[config.mk]
export PLATFORM = sky130hd
export DESIGN_NAME = frame_scanout_flat
export DESIGN_NICKNAME = d
export VERILOG_FILES = /design/src/rtl/frame_scanout_if.sv /design/src/rtl/frame_scanout.sv /design/src/flat_wrapper.sv
export SDC_FILE = /design/constraint.sdc
export NUM_CORES = 1
export LEC_CHECK = 0
export ABC_CLOCK_PERIOD_IN_PS = 2900
export CAP_MARGIN = 30
export CORE_MARGIN = 4
export CORE_UTILIZATION = 34
export CTS_CLUSTER_DIAMETER = 50
export DETAILED_ROUTE_END_ITERATION = 10
export PLACE_DENSITY = 0.53
export RECOVER_POWER = 100
export SLEW_MARGIN = 0
export SYNTH_ARGS = -nofsm -noshare
export SYNTH_HDL_FRONTEND = slang
export SYNTH_SLANG_ARGS = --single-unit
[constraint.sdc]
create_clock -name vga_clk -period 2.9 [get_ports vga_clk]
set_clock_uncertainty 0.15 [all_clocks]
set_input_delay 0.725 -clock vga_clk [delete_from_list [all_inputs] [get_ports vga_clk]]
set_output_delay 0.725 -clock vga_clk [all_outputs]
set_load 0.02 [all_outputs]
[src/rtl/frame_scanout_if.sv]
// Frame-buffer read port and bank-swap handshake between the scan-out engine
// (master) and the frame-buffer / rasterizer side (slave).
interface frame_scanout_if;
    logic        rd_en;
    logic [16:0] rd_addr;
    logic [3:0]  rd_data;
    logic        fb_front;
    logic        swap_req;
    logic        swap_ack;

    modport master (
        output rd_en,
        output rd_addr,
        output fb_front,
        output swap_ack,
        input  rd_data,
        input  swap_req
    );

    modport slave (
        input  rd_en,
        input  rd_addr,
        input  fb_front,
        input  swap_ack,
        output rd_data,
        output swap_req
    );
endinterface

[src/rtl/frame_scanout.sv]
// VGA scan-out engine for a half-resolution, double-buffered frame buffer.
// Pixel counters advance every second clock. Each visible pixel is fetched on
// its pix_tick clock, and the colour reaches the pins two clocks later,
// aligned with the delayed syncs. Bank swaps happen only at end of frame.
// Build option: define FRAME_SCANOUT_RGBI_EN to map the 4-bit pixel index as
// RGBI. Without it the index drives all three channels as grayscale.
module frame_scanout #(
    parameter int H_ACTIVE = 640,
    parameter int H_FP     = 16,
    parameter int H_SYNC   = 96,
    parameter int H_BP     = 48,
    parameter int V_ACTIVE = 480,
    parameter int V_FP     = 10,
    parameter int V_SYNC   = 2,
    parameter int V_BP     = 33,
    parameter int FB_WIDTH = 320
) (
    input  logic                  vga_clk,
    input  logic                  reset,
    frame_scanout_if.master       fb,
    output logic                  frame_start,
    output logic                  vga_hs,
    output logic                  vga_vs,
    output logic [3:0]            vga_r,
    output logic [3:0]            vga_g,
    output logic [3:0]            vga_b
);

    localparam int H_TOTAL = H_ACTIVE + H_FP + H_SYNC + H_BP;
    localparam int V_TOTAL = V_ACTIVE + V_FP + V_SYNC + V_BP;
    localparam int HW      = $clog2(H_TOTAL + 1);
    localparam int VW      = $clog2(V_TOTAL + 1);

    localparam logic [HW-1:0] H_LAST       = HW'(H_TOTAL - 1);
    localparam logic [HW-1:0] H_ACT        = HW'(H_ACTIVE);
    localparam logic [HW-1:0] H_SYNC_START = HW'(H_ACTIVE + H_FP);
    localparam logic [HW-1:0] H_SYNC_END   = HW'(H_ACTIVE + H_FP + H_SYNC);
    localparam logic [VW-1:0] V_LAST       = VW'(V_TOTAL - 1);
    localparam logic [VW-1:0] V_ACT        = VW'(V_ACTIVE);
    localparam logic [VW-1:0] V_ACT_LAST   = VW'(V_ACTIVE - 1);
    localparam logic [VW-1:0] V_SYNC_START = VW'(V_ACTIVE + V_FP);
    localparam logic [VW-1:0] V_SYNC_END   = VW'(V_ACTIVE + V_FP + V_SYNC);
    localparam logic [16:0]   FB_STEP      = 17'(FB_WIDTH);

    typedef enum logic {
        S_IDLE,
        S_WAIT_LOW
    } swap_state_t;

    logic            pix_tick;
    logic [HW-1:0]   h_cnt;
    logic [VW-1:0]   v_cnt;
    logic [16:0]     row_base;
    logic            active;
    logic            raw_hs;
    logic            raw_vs;
    logic            h_wrap;
    logic            eof;
    logic            fetch_next;
    logic            rd_en_q;
    logic [16:0]     rd_addr_q;
    logic            hs_d1;
    logic            vs_d1;
    logic            act_d1;
    logic            front_q;
    logic            ack_q;
    swap_state_t     swap_state;

    // Colour lookup for one frame-buffer pixel index.
    function automatic logic [11:0] map_colour(input logic [3:0] idx);
`ifdef FRAME_SCANOUT_RGBI_EN
        logic [3:0] lvl;
        lvl = idx[3] ? 4'hF : 4'h8;
        return {idx[2] ? lvl : 4'h0, idx[1] ? lvl : 4'h0, idx[0] ? lvl : 4'h0};
`else
        return {idx, idx, idx};
`endif
    endfunction

    assign active     = (h_cnt < H_ACT) && (v_cnt < V_ACT);
    assign raw_hs     = !((h_cnt >= H_SYNC_START) && (h_cnt < H_SYNC_END));
    assign raw_vs     = !((v_cnt >= V_SYNC_START) && (v_cnt < V_SYNC_END));
    assign h_wrap     = pix_tick && (h_cnt == H_LAST);
    assign eof        = h_wrap && (v_cnt == V_ACT_LAST);
    // Counters hold across a non-tick clock, so the coming tick sees the same position.
    assign fetch_next = !pix_tick && active;

    assign fb.rd_en    = rd_en_q;
    assign fb.rd_addr  = rd_addr_q;
    assign fb.fb_front = front_q;
    assign fb.swap_ack = ack_q;

    // Divide the 50 MHz clock down to a 25 MHz pixel enable.
    always_ff @(posedge vga_clk) begin
        if (reset) begin
            pix_tick <= 1'b0;
        end else begin
            pix_tick <= !pix_tick;
        end
    end

    // Raster position plus the frame-buffer row base, kept as a running sum of FB_WIDTH.
    always_ff @(posedge vga_clk) begin
        if (reset) begin
            h_cnt    <= '0;
            v_cnt    <= '0;
            row_base <= '0;
        end else if (pix_tick) begin
            if (h_cnt == H_LAST) begin
                h_cnt <= '0;
                if (v_cnt == V_LAST) begin
                    v_cnt    <= '0;
                    row_base <= '0;
                end else begin
                    v_cnt <= v_cnt + VW'(1);
                    if (v_cnt[0]) begin
                        row_base <= row_base + FB_STEP;
                    end
                end
            end else begin
                h_cnt <= h_cnt + HW'(1);
            end
        end
    end

    // Registered fetch strobe, address and frame marker, timed to land on the tick clock.
    always_ff @(posedge vga_clk) begin
        if (reset) begin
            rd_en_q     <= 1'b0;
            rd_addr_q   <= '0;
            frame_start <= 1'b0;
        end else begin
            rd_en_q <= fetch_next;
            if (fetch_next) begin
                rd_addr_q <= row_base + 17'(h_cnt >> 1);
            end
            frame_start <= !pix_tick && (h_cnt == '0) && (v_cnt == '0);
        end
    end

    // Two-stage sync/active delay matching the one-clock RAM latency plus the colour register.
    always_ff @(posedge vga_clk) begin
        if (reset) begin
            hs_d1  <= 1'b1;
            vs_d1  <= 1'b1;
            act_d1 <= 1'b0;
            vga_hs <= 1'b1;
            vga_vs <= 1'b1;
            {vga_r, vga_g, vga_b} <= 12'h000;
        end else begin
            hs_d1  <= raw_hs;
            vs_d1  <= raw_vs;
            act_d1 <= active;
            vga_hs <= hs_d1;
            vga_vs <= vs_d1;
            {vga_r, vga_g, vga_b} <= act_d1 ? map_colour(fb.rd_data) : 12'h000;
        end
    end

    // Bank-swap handshake: swap only at end of frame, then wait for the request to drop.
    always_ff @(posedge vga_clk) begin
        if (reset) begin
            swap_state <= S_IDLE;
            front_q    <= 1'b0;
            ack_q      <= 1'b0;
        end else begin
            ack_q <= 1'b0;
            case (swap_state)
                S_IDLE: begin
                    if (eof && fb.swap_req) begin
                        front_q    <= !front_q;
                        ack_q      <= 1'b1;
                        swap_state <= S_WAIT_LOW;
                    end
                end
                S_WAIT_LOW: begin
                    if (!fb.swap_req) begin
                        swap_state <= S_IDLE;
                    end
                end
                default: begin
                    swap_state <= S_IDLE;
                end
            endcase
        end
    end

endmodule

[src/flat_wrapper.sv]
// flat-port wrapper written by rule: the top's interface ports become plain ports
module frame_scanout_flat 
#(
    parameter int H_ACTIVE = 640,
    parameter int H_FP     = 16,
    parameter int H_SYNC   = 96,
    parameter int H_BP     = 48,
    parameter int V_ACTIVE = 480,
    parameter int V_FP     = 10,
    parameter int V_SYNC   = 2,
    parameter int V_BP     = 33,
    parameter int FB_WIDTH = 320
)
  (vga_clk, reset, frame_start, vga_hs, vga_vs, vga_r, vga_g, vga_b, fb_rd_en, fb_rd_addr, fb_fb_front, fb_swap_ack, fb_rd_data, fb_swap_req);
  frame_scanout_if fb_i ();
  input  logic vga_clk;
  input  logic reset;
  output logic frame_start;
  output logic vga_hs;
  output logic vga_vs;
  output logic [3:0] vga_r;
  output logic [3:0] vga_g;
  output logic [3:0] vga_b;
  output wire logic [$bits(fb_i.rd_en)-1:0] fb_rd_en;
  output wire logic [$bits(fb_i.rd_addr)-1:0] fb_rd_addr;
  output wire logic [$bits(fb_i.fb_front)-1:0] fb_fb_front;
  output wire logic [$bits(fb_i.swap_ack)-1:0] fb_swap_ack;
  input wire logic [$bits(fb_i.rd_data)-1:0] fb_rd_data;
  input wire logic [$bits(fb_i.swap_req)-1:0] fb_swap_req;
  assign fb_rd_en = fb_i.rd_en;
  assign fb_rd_addr = fb_i.rd_addr;
  assign fb_fb_front = fb_i.fb_front;
  assign fb_swap_ack = fb_i.swap_ack;
  assign fb_i.rd_data = fb_rd_data;
  assign fb_i.swap_req = fb_swap_req;
  frame_scanout #(.H_ACTIVE(H_ACTIVE), .H_FP(H_FP), .H_SYNC(H_SYNC), .H_BP(H_BP), .V_ACTIVE(V_ACTIVE), .V_FP(V_FP), .V_SYNC(V_SYNC), .V_BP(V_BP), .FB_WIDTH(FB_WIDTH)) u_core (.vga_clk(vga_clk), .reset(reset), .fb(fb_i), .frame_start(frame_start), .vga_hs(vga_hs), .vga_vs(vga_vs), .vga_r(vga_r), .vga_g(vga_g), .vga_b(vga_b));
endmodule
==> impl_metrics.ini, run 1 <==
[clock_tree]
clk_pin_slew_worst_paths_ns = 0.08
cts_setup_buffers = 0
cts_root_buf = clkbuf_8
clock_latency_ns = 0.34
cts_tree = yes
numCtsBuffers = 9
postCtsResizedCells = 0
h-tree-depth = 3
cts.sinks = 63
cts_hold_buf = 0
clockBufferDepth = 2

[global_route]
grt_pass1_vias = 2309
antenna_found_initial = 0
grt_pass1_wl_mm = 11.1
grt_max_degree = 44
grt_overflow_total = 0
grtUsageTotal_pct = 13.5

[cells_and_area]
finalInstanceArea_um2 = 3610
diodes = 0
drive_gt1_share_pct = 7.43
final_net_count = 387
syn2layout_area_growth_pct = 20.9

[critical_path]
critPathLaunchType = input port
crit_type = in2reg
r2r-end = u_core.row_base[16]$_SDFFE_PP0P_
worstReg2RegStart = u_core.h_cnt[0]$_SDFFE_PP0P_
endpoint = u_core.row_base[16]$_SDFFE_PP0P_
rr_worst_depth = 6
reg2reg_setup_slack_ns = 0.60
path_cells = dlygate4sd3_1, clkbuf_2, o21bai_2, a21oi_1
slowest_stage = clkbuf_2
cp-startpoint = reset
crit_cells = 4
cp_max_fo = 43
crit_path_end_kind = flop
cp_top_family = buffers and inverters
slowest_delay_ns = 0.68
arrival_ns = 2.52
crit_required_ns = 2.95
cp.buffers_inverters = 2

[yosys]
yosysTopAreaCellShare_pct = 42.2
yosysWarningCount = 0
synth.distinct_cells = 46
ys_ff_latch = 63
synth_area_leaders = dfxtp_1 42%, a21oi_1 5.7%, nand2_1 4.4%, ha_1 3.4%, or4_1 2.8%
synth_ff_type = dfxtp_1
synthCells = 350
syn_area_per_cell_um2 = 8.53
synth_top_cell_by_area = dfxtp_1
synthArstFlopShare_pct = 0
synth_area_um2 = 2990
seq_area_frac_synth_pct = 42.2
syn_nets = 365
synth_edf_count = 0

[power_and_ir_drop]
vdd_drop_max_v = 0.000192
power.share.clock_pct = 46.6
power.leakage_uw = 0.00132
powerDensity_nw_per_um2 = 525
pwr-share-comb_pct = 6.1
power.share.sequential_pct = 47.3
sw_frac_of_total_pct = 22.9
p_int_uw = 1460
power.switching_uw = 433

[detailed_routing]
routedWlPerCell_um = 13.5
drc_errors = 0
drtPass1Iterations = 4
num_vias = 2519
via_per_inst = 5.23
ant_nets = 0
drt_iter0_drc = 108
wirelength_mm = 6.52

[place]
dpl.hpwl_mm = 4.37
port_buffers = 41
place.gp.congestion = 0.743
place_area_um2 = 3390

[sta]
finalCriticalPeriod_ns = 2.47
max_freq_ghz = 0.405
slew_violations = 0
timing.slew.headroom_pct = 42.0
finalCritPeriodShare_pct = 85.2
tns_ns = 0
rsz0062_at_grt = no
finalHoldViolations = 0
setup_viol = 0
worstMarginPinSlew_ns = 0.870
hold_slack_ns = 0.262

[hold_path]
min_path_type = reg2reg

[floorplanning]
ios = 42
fp-row-count = 33
core_um2 = 8380
start_util_pct = 35.6
dieHeight_um = 102
die_area_um2 = 10300
die_w_um = 102

[job]
max_cap_violations = 0

[status]
status = completed
-- power by group through the flow --
stage / clock [uW] / combinational [uW] / sequential (uW)
after floorplan: 0 / 64.7 / 928
after global placement: 0 / 125 / 916
after detailed placement: 0 / 125 / 917
after CTS: 907 / 125 / 897
after global routing: 952 / 126 / 898
final: 883 / 115 / 896
-- synthesized netlist by cell type (2+ instances only) --
| cell type | instances |
|---|---|
| or4_1 | 11 |
| or2_2 | 3 |
| nand2_1 | 35 |
| buf_4 | 9 |
| o21ai_0 | 15 |
| nor4_1 | 2 |
| a211oi_1 | 6 |
| xnor2_1 | 5 |
| nand3b_1 | 3 |
| nand4_1 | 11 |
| a311oi_1 | 3 |
| clkbuf_1 | 15 |
| and2_1 | 4 |
| nor4b_1 | 2 |
| nand3_1 | 16 |
| nor3_1 | 9 |
| a21oi_1 | 34 |
| and3_1 | 3 |
| dfxtp_1 | 63 |
| inv_1 | 7 |
| a21o_1 | 3 |
| buf_2 | 10 |
| or3_1 | 10 |
| nand4b_1 | 3 |
| a31oi_1 | 2 |
| and4_1 | 4 |
| mux2i_1 | 2 |
| nor2_1 | 21 |
| ha_1 | 8 |
| xor2_1 | 6 |
| o31ai_1 | 10 |
-- final cells by class --
| class | instances | area (um2) |
|---|---|---|
| Timing Repair Buffer | 46 | 445 |
| Inverter | 7 | 26.3 |
| Tap cell | 105 | 131 |
| Sequential cell | 63 | 1260 |
| Fill cell | 849 | 4770 |
| Clock buffer | 11 | 151 |
| Multi-Input combinational cell | 245 | 1510 |
| Clock inverter | 5 | 80.1 |
-- per-layer routing --
layer / GRT usage (%) / routed length [um]
met1: 18.2 / 3250
met2: 19.9 / 2890
met3: 3.17 / 229
met4: 7.26 / 148
met5: 0 / 0
-- per-stage QoR --
step | utilization (%) | setup WS [ns] | instances | total power (uW)
after floorplan | - | 0.869 | 350 | 992
after global placement | 40.5 | 0.572 | 466 | 1040
after detailed placement | 40.5 | 0.528 | 466 | 1040
after CTS | 43.2 | 0.574 | 482 | 1930
after global routing | 43.1 | 0.267 | 482 | 1980
final | 43.1 | 0.429 | 482 | 1890
-- registers in the layout, indices dropped and copies added (netlist names) --
register / flops
u_core.act_d1: 1
u_core.fb.fb_front: 1
u_core.fb.rd_addr: 17
u_core.fb.rd_en: 1
u_core.fb.swap_ack: 1
u_core.frame_start: 1
u_core.h_cnt: 10
u_core.hs_d1: 1
u_core.pix_tick: 1
u_core.row_base: 11
u_core.swap_state: 1
u_core.v_cnt: 10
u_core.vga_b: 4
u_core.vga_hs: 1
u_core.vga_vs: 1
u_core.vs_d1: 1
-- cell usage in the layout, fill, tap and decap left out, drive strengths merged, types with 3 or more instances in the layout --
cell type	Yosys	final
nor2	21	21
nand2	35	35
buf	20	4
or4	11	11
o21ai	15	15
a211oi	6	6
a311oi	3	3
nand3b	3	3
inv	7	7
and3	3	3
xor2	6	6
nor3	9	9
and4	4	4
nand3	16	16
and2	4	4
ha	8	8
nand4b	3	3
or2	3	3
xnor2	5	5
a21oi	34	34
dfxtp	63	63
or3	10	10
clkbuf	15	12
nor4b	4	4
o31ai	10	10
a21o	3	3
nand4	11	11
dlygate4sd3	0	36
clkdlybuf4s50	0	5
-- how the worst min path moves through the flow --
| stage | from | to | cells past startpoint |
|---|---|---|---|
| after floorplan | u_core.hs_d1$_SDFF_PP1_ | u_core.vga_hs$_SDFF_PP1_ | 1 |
| after global placement | u_core.hs_d1$_SDFF_PP1_ | u_core.vga_hs$_SDFF_PP1_ | 1 |
| after detailed placement | u_core.hs_d1$_SDFF_PP1_ | u_core.vga_hs$_SDFF_PP1_ | 1 |
| after CTS | u_core.hs_d1$_SDFF_PP1_ | u_core.vga_hs$_SDFF_PP1_ | 1 |
| after global routing | u_core.vs_d1$_SDFF_PP1_ | u_core.vga_vs$_SDFF_PP1_ | 1 |
| final | u_core.hs_d1$_SDFF_PP1_ | u_core.vga_hs$_SDFF_PP1_ | 1 |
-- logic make-up after synthesis --
logic type,Yosys count,synth area share (%)
flip-flops,63,42.2
AO/OA/AOI/OAI,82,17.0
buffers and inverters,42,7.08
XOR/XNOR,11,3.23
multiplexers,2,0.671
adder cells (fa/ha/maj),8,3.35
AND/OR/NAND/NOR,142,26.4
(Power assumes the default switching activity.)
==> inputs of run 2 (changes only) <==
--- a/config.mk
+++ b/config.mk
@@ -5,12 +5,13 @@
 export SDC_FILE = /design/constraint.sdc
 export NUM_CORES = 1
 export LEC_CHECK = 0
-export ABC_CLOCK_PERIOD_IN_PS = 2900
+export ABC_CLOCK_PERIOD_IN_PS = 2450
 export CAP_MARGIN = 30
 export CORE_MARGIN = 4
 export CORE_UTILIZATION = 34
 export CTS_CLUSTER_DIAMETER = 50
 export DETAILED_ROUTE_END_ITERATION = 10
+export GPL_TIMING_DRIVEN = 0
 export PLACE_DENSITY = 0.53
 export RECOVER_POWER = 100
 export SLEW_MARGIN = 0
==> constraint.sdc (replaced) <==
create_clock -name vga_clk -period 2.45 [get_ports vga_clk]
set_clock_uncertainty 0.15 [all_clocks]
set_input_delay 0.6125 -clock vga_clk [delete_from_list [all_inputs] [get_ports vga_clk]]
set_output_delay 0.6125 -clock vga_clk [all_outputs]
set_load 0.02 [all_outputs]
==> run 2 against run 1 <==
First-iteration DRC count decreased by 0.93%. Total power rose by 13%. Sequential power grew 18%. Critical path depth is 3 higher. Sequential cell count unchanged. Combinational power grew 35%. Highest routed layer unchanged.
==> impl_metrics.ini, run 2 (synthesis results as in run 1) <==
[power_and_ir_drop]
power.leakage_uw = 0.00141
power.total_uw = 2130
vdd_drop_max_v = 0.000209
powerDensity_nw_per_um2 = 569

[cells_and_area]
drive_gt1_share_pct = 10.9
largest_register_ffs = 17
diodes = 0
layout_common_cells = 63 x dfxtp_1, 35 x nand2_1, 35 x dlygate4sd3_1, 34 x a21oi_1, 21 x nor2_1
final_net_count = 416
finalInstanceArea_um2 = 3740
final_common_cell = dfxtp_1
syn2layout_area_growth_pct = 25.4
fillers = 851

[place]
place_area_um2 = 3520
place.gp.congestion = 0.794
port_buffers = 40
dpl.hpwl_mm = 5.33

[global_route]
grt_pass1_vias = 2438
grtUsageTotal_pct = 15.2
antenna_found_initial = 0
grt_pass1_wl_mm = 12.2
grt_overflow_total = 0
grt_max_degree = 11

[sta]
finalHoldViolations = 0
max_freq_ghz = 0.444
finalCritPeriodShare_pct = 92.0
setup_viol = 0
rsz0062_at_grt = yes
finalCriticalPeriod_ns = 2.25
slew_violations = 0
worstMarginPinSlew_ns = 0.591
timing.slew.headroom_pct = 60.0

[floorplanning]
die_w_um = 102
dieHeight_um = 102
die_area_um2 = 10300
core_um2 = 8380
start_util_pct = 35.6
ios = 42
fp-row-count = 33

[job]
max_cap_violations = 0

[detailed_routing]
routedWlPerCell_um = 14.5
drtPass1Iterations = 4
drt_iter0_drc = 107
via_per_inst = 5.31
wirelength_mm = 7.42
ant_nets = 0
drc_errors = 0
num_vias = 2706

[clock_tree]
cts_root_buf = clkbuf_8
h-tree-depth = 3
numCtsBuffers = 9
cts.sinks = 63
clk_pin_slew_worst_paths_ns = 0.07
clockBufferDepth = 2
cts_tree = yes
clock_latency_ns = 0.34
cts_hold_buf = 0

[critical_path]
crit_required_ns = 2.56
worstReg2RegStart = u_core.v_cnt[0]$_SDFFE_PP0P_
r2r-end = u_core.row_base[13]$_SDFFE_PP0P_
endpoint = u_core.row_base[13]$_SDFFE_PP0P_
path_cells = clkbuf_2, inv_1, ha_1, nor4b_4, a31oi_2, or4_1, a21oi_1
critPathLaunchType = flop
cp_top_family = simple AND/OR/NAND/NOR gates
crit_path_end_kind = flop
crit_type = reg2reg
cp_max_fo = 10
reg2reg_setup_slack_ns = 0.20
crit_cells = 7
rr_worst_depth = 7
arrival_ns = 2.37
cp-startpoint = u_core.v_cnt[0]$_SDFFE_PP0P_
slowest_delay_ns = 0.52
cp.buffers_inverters = 2
slowest_stage = or4_1

[hold_path]
min_path_type = reg2reg

[status]
status = completed
-- run 2: cell type report --
class | instances | area (um2) | area share, %
Clock buffer | 12 | 155 | 4.14
Clock inverter | 3 | 42.5 | 1.14
Tap cell | 105 | 131 | 3.51
Buffer | 35 | 186 | 4.98
Inverter | 7 | 26.3 | 0.702
Timing Repair Buffer | 40 | 400 | 10.7
Sequential cell | 63 | 1260 | 33.7
Multi-Input combinational cell | 245 | 1540 | 41.1
-- run 2: per-layer routing --
| layer | track usage [%] | vias up | wire length (um) |
|---|---|---|---|
| met5 | 0 | - | 0 |
| met4 | 5.11 | 0 | 121 |
| met3 | 4.34 | 11 | 327 |
| met2 | 24.3 | 52 | 3430 |
| met1 | 19.5 | 1274 | 3540 |
| li1 | - | 1369 | - |
-- run 2: how the worst min path moves through the flow --
stage,start,to,slack (ns),depth (start not counted)
2_1_floorplan,u_core.hs_d1$_SDFF_PP1_,u_core.vga_hs$_SDFF_PP1_,0.24,1
3_3_place_gp,u_core.hs_d1$_SDFF_PP1_,u_core.vga_hs$_SDFF_PP1_,0.24,1
3_5_place_dp,u_core.hs_d1$_SDFF_PP1_,u_core.vga_hs$_SDFF_PP1_,0.25,1
4_1_cts,u_core.vs_d1$_SDFF_PP1_,u_core.vga_vs$_SDFF_PP1_,0.26,1
5_1_grt,u_core.vs_d1$_SDFF_PP1_,u_core.vga_vs$_SDFF_PP1_,0.27,1
6_report,u_core.vs_d1$_SDFF_PP1_,u_core.vga_vs$_SDFF_PP1_,0.26,1
-- run 2: what timing repair did --
item | in CTS | in global routing
endpoints found under the setup margin | 18 | 18
setup buffers | 0 | 0
gates resized for setup | 4 | 4
-- run 2: metrics by stage --
stage	TNS, ns	worst slack [ns]	std cells	hold slack [ns]	util, %
after floorplan	0	0.419	350	0.239	-
after global placement	-0.666	-0.0574	495	0.243	42.0
after detailed placement	-1.75	-0.170	495	0.246	42.0
after CTS	0	0.0594	510	0.255	44.6
after global routing	-0.00137	-0.00137	510	0.272	44.7
final	0	0.196	510	0.257	44.7
-- run 2: power breakdown --
part,internal (uW),switching [uW],total [uW]
Sequential,1040,13.8,1060
Clock,519,399,917
Combinational,66.7,88.2,155
==> inputs of run 3 (changes only) <==
--- a/config.mk
+++ b/config.mk
@@ -7,7 +7,7 @@
 export LEC_CHECK = 0
 export ABC_CLOCK_PERIOD_IN_PS = 2450
 export CAP_MARGIN = 30
-export CORE_MARGIN = 4
+export CORE_MARGIN = 1
 export CORE_UTILIZATION = 34
 export CTS_CLUSTER_DIAMETER = 50
 export DETAILED_ROUTE_END_ITERATION = 10
==> run 3 against run 2 <==
Sequential share of layout area about the same. Wire length is 0.78% higher. Largest cell class unchanged. Register-to-register slack better by 0.03 ns. Via count rose by 1.6%. Non-clock buffer count increased by 1. Worst setup slack improved by 0.033 ns. Critical path depth increased by 2. First-iteration DRC count up 20%. Clock-buffer cell count up 1. Core utilization up 0.18 points. Sequential cell count unchanged. Die area decreased by 11%.
==> impl_metrics.ini, run 3 (synthesis results as in run 1) <==
[status]
status = completed

[global_route]
grt_pass1_wl_mm = 12.1
grtUsageTotal_pct = 17.4
antenna_found_initial = 0
grt_overflow_total = 0
grt_pass1_vias = 2345
grt_max_degree = 11

[critical_path]
crit_type = reg2reg
slowest_delay_ns = 0.31
reg2reg_setup_slack_ns = 0.23
crit_required_ns = 2.52
arrival_ns = 2.29
crit_path_end_kind = flop
cp_max_fo = 10
critPathLaunchType = flop
path_cells = clkbuf_2, inv_1, ha_1, nor4b_4, buf_4, nand3_2, o21bai_4, buf_2, a21oi_1
rr_worst_depth = 9
worstReg2RegStart = u_core.v_cnt[0]$_SDFFE_PP0P_
slowest_stage = dfxtp_1
r2r-end = u_core.v_cnt[9]$_SDFFE_PP0P_

[detailed_routing]
drc_errors = 0
num_vias = 2749
drt_iter0_drc = 128
drtPass1Iterations = 4
via_per_inst = 5.37
ant_nets = 0
routedWlPerCell_um = 14.6
wirelength_mm = 7.48

[clock_tree]
cts.sinks = 63
cts_hold_buf = 0
cts_tree = yes
h-tree-depth = 3
clockBufferDepth = 2
numCtsBuffers = 9
clock_latency_ns = 0.35
clk_pin_slew_worst_paths_ns = 0.07
cts_root_buf = clkbuf_8

[cells_and_area]
final_cells = 512
drive_gt1_share_pct = 11.3
post-route-util_pct = 44.8
diodes = 0
final_net_count = 417
fillers = 837
finalInstanceArea_um2 = 3740
final_common_cell = dfxtp_1
syn2layout_area_growth_pct = 25.3
layout_common_cells = 63 x dfxtp_1, 35 x nand2_1, 35 x dlygate4sd3_1, 34 x a21oi_1, 21 x nor2_1
largest_register_ffs = 17

[floorplanning]
die_area_um2 = 9160
fp-row-count = 33
start_util_pct = 35.8
core_um2 = 8340
die_w_um = 95.7
dieHeight_um = 95.7
ios = 42

[sta]
post-route-worst-setup-slack_ns = 0.229
rsz0062_at_grt = no
hold_slack_ns = 0.268
finalCritPeriodShare_pct = 90.7
finalCriticalPeriod_ns = 2.22
setup_viol = 0
timing.slew.headroom_pct = 61.3
slew_violations = 0
max_freq_ghz = 0.450
finalHoldViolations = 0
worstMarginPinSlew_ns = 0.573

[place]
place.gp.congestion = 0.755
place_area_um2 = 3520
port_buffers = 40
dp_slack_ns = -0.139
dpl.hpwl_mm = 5.20
dpl.cell_count = 495

[power_and_ir_drop]
vdd_drop_max_v = 0.000208
powerDensity_nw_per_um2 = 547
power.leakage_uw = 0.00142

[hold_path]
hold_end = u_core.vga_hs$_SDFF_PP1_
min_from = u_core.hs_d1$_SDFF_PP1_
min_path_type = reg2reg
whs_path_depth = 1

[job]
max_cap_violations = 0
-- run 3: cell types whose count changed in the layout (fill, tap and decap cells not counted) --
cell / previous run / this run
and2_1: 2 / 3
a31oi_2: 1 / 0
buf_4: 9 / 10
bufinv_16: 1 / 0
clkinv_2: 1 / 2
and2_0: 2 / 1
a31oi_4: 0 / 1
buf_2: 6 / 8
clkbuf_2: 5 / 4
-- run 3: power breakdown --
group	switching [uW]	total (uW)	leakage (uW)	internal [uW]
logic	88.7	156	0.000814	67.3
clock network	411	831	0.0000894	420
registers	14.0	1060	0.000511	1040
-- run 3: timing repair --
item / 4_1_cts / 5_1_grt
buffers inserted: 0 / 1
resized for setup: 3 / 6
hold endpoints to repair: 0 / 0
setup endpoints to repair: 18 / 18
-- run 3: worst max path at each step --
stage | from | endpoint | slack [ns] | cells past startpoint
after floorplan | u_core.v_cnt[0]$_SDFFE_PP0P_ | u_core.row_base[6]$_SDFFE_PP0P_ | 0.42 | 8
after global placement | u_core.v_cnt[0]$_SDFFE_PP0P_ | u_core.row_base[6]$_SDFFE_PP0P_ | -0.13 | 8
after detailed placement | u_core.v_cnt[0]$_SDFFE_PP0P_ | u_core.row_base[7]$_SDFFE_PP0P_ | -0.14 | 8
after CTS | u_core.v_cnt[0]$_SDFFE_PP0P_ | u_core.row_base[15]$_SDFFE_PP0P_ | 0.02 | 7
after global routing | u_core.v_cnt[0]$_SDFFE_PP0P_ | u_core.row_base[15]$_SDFFE_PP0P_ | 0.01 | 9
final | u_core.v_cnt[0]$_SDFFE_PP0P_ | u_core.v_cnt[9]$_SDFFE_PP0P_ | 0.23 | 9
-- run 3: area by class of cell --
| type | count | area, um2 | share of cell area (%) |
|---|---|---|---|
| Tap cell | 105 | 131 | 3.51 |
| Inverter | 7 | 26.3 | 0.703 |
| Sequential cell | 63 | 1260 | 33.7 |
| Clock inverter | 3 | 17.5 | 0.468 |
| Timing Repair Buffer | 41 | 408 | 10.9 |
| Multi-Input combinational cell | 245 | 1550 | 41.4 |
| Clock buffer | 13 | 159 | 4.25 |
| Buffer | 35 | 188 | 5.02 |
-- run 3: critical path: cells and delay by family (launching register included) --
family | cells | cell delay [ns]
AO/OA/AOI/OAI | 2 | 0.37
AND/OR/NAND/NOR | 2 | 0.34
adder cells (fa/ha/maj) | 1 | 0.15
flip-flops | 1 | 0.31
buffers and inverters | 4 | 0.78
-- run 3: layer usage --
layer	GRT usage [%]	vias to the layer above	share of wire, %
li1	-	1380	-
met1	24.2	1314	49
met2	25.8	45	46
met3	4.27	10	3.6
met4	6.72	0	1.6
met5	0	-	0
-- run 3: per-stage QoR --
step	total power (uW)	setup TNS (ns)
final	2050	0
after global routing	2130	0
after CTS	2080	0
after detailed placement	1250	-1.72
after global placement	1240	-1.58
after floorplan	1170	0
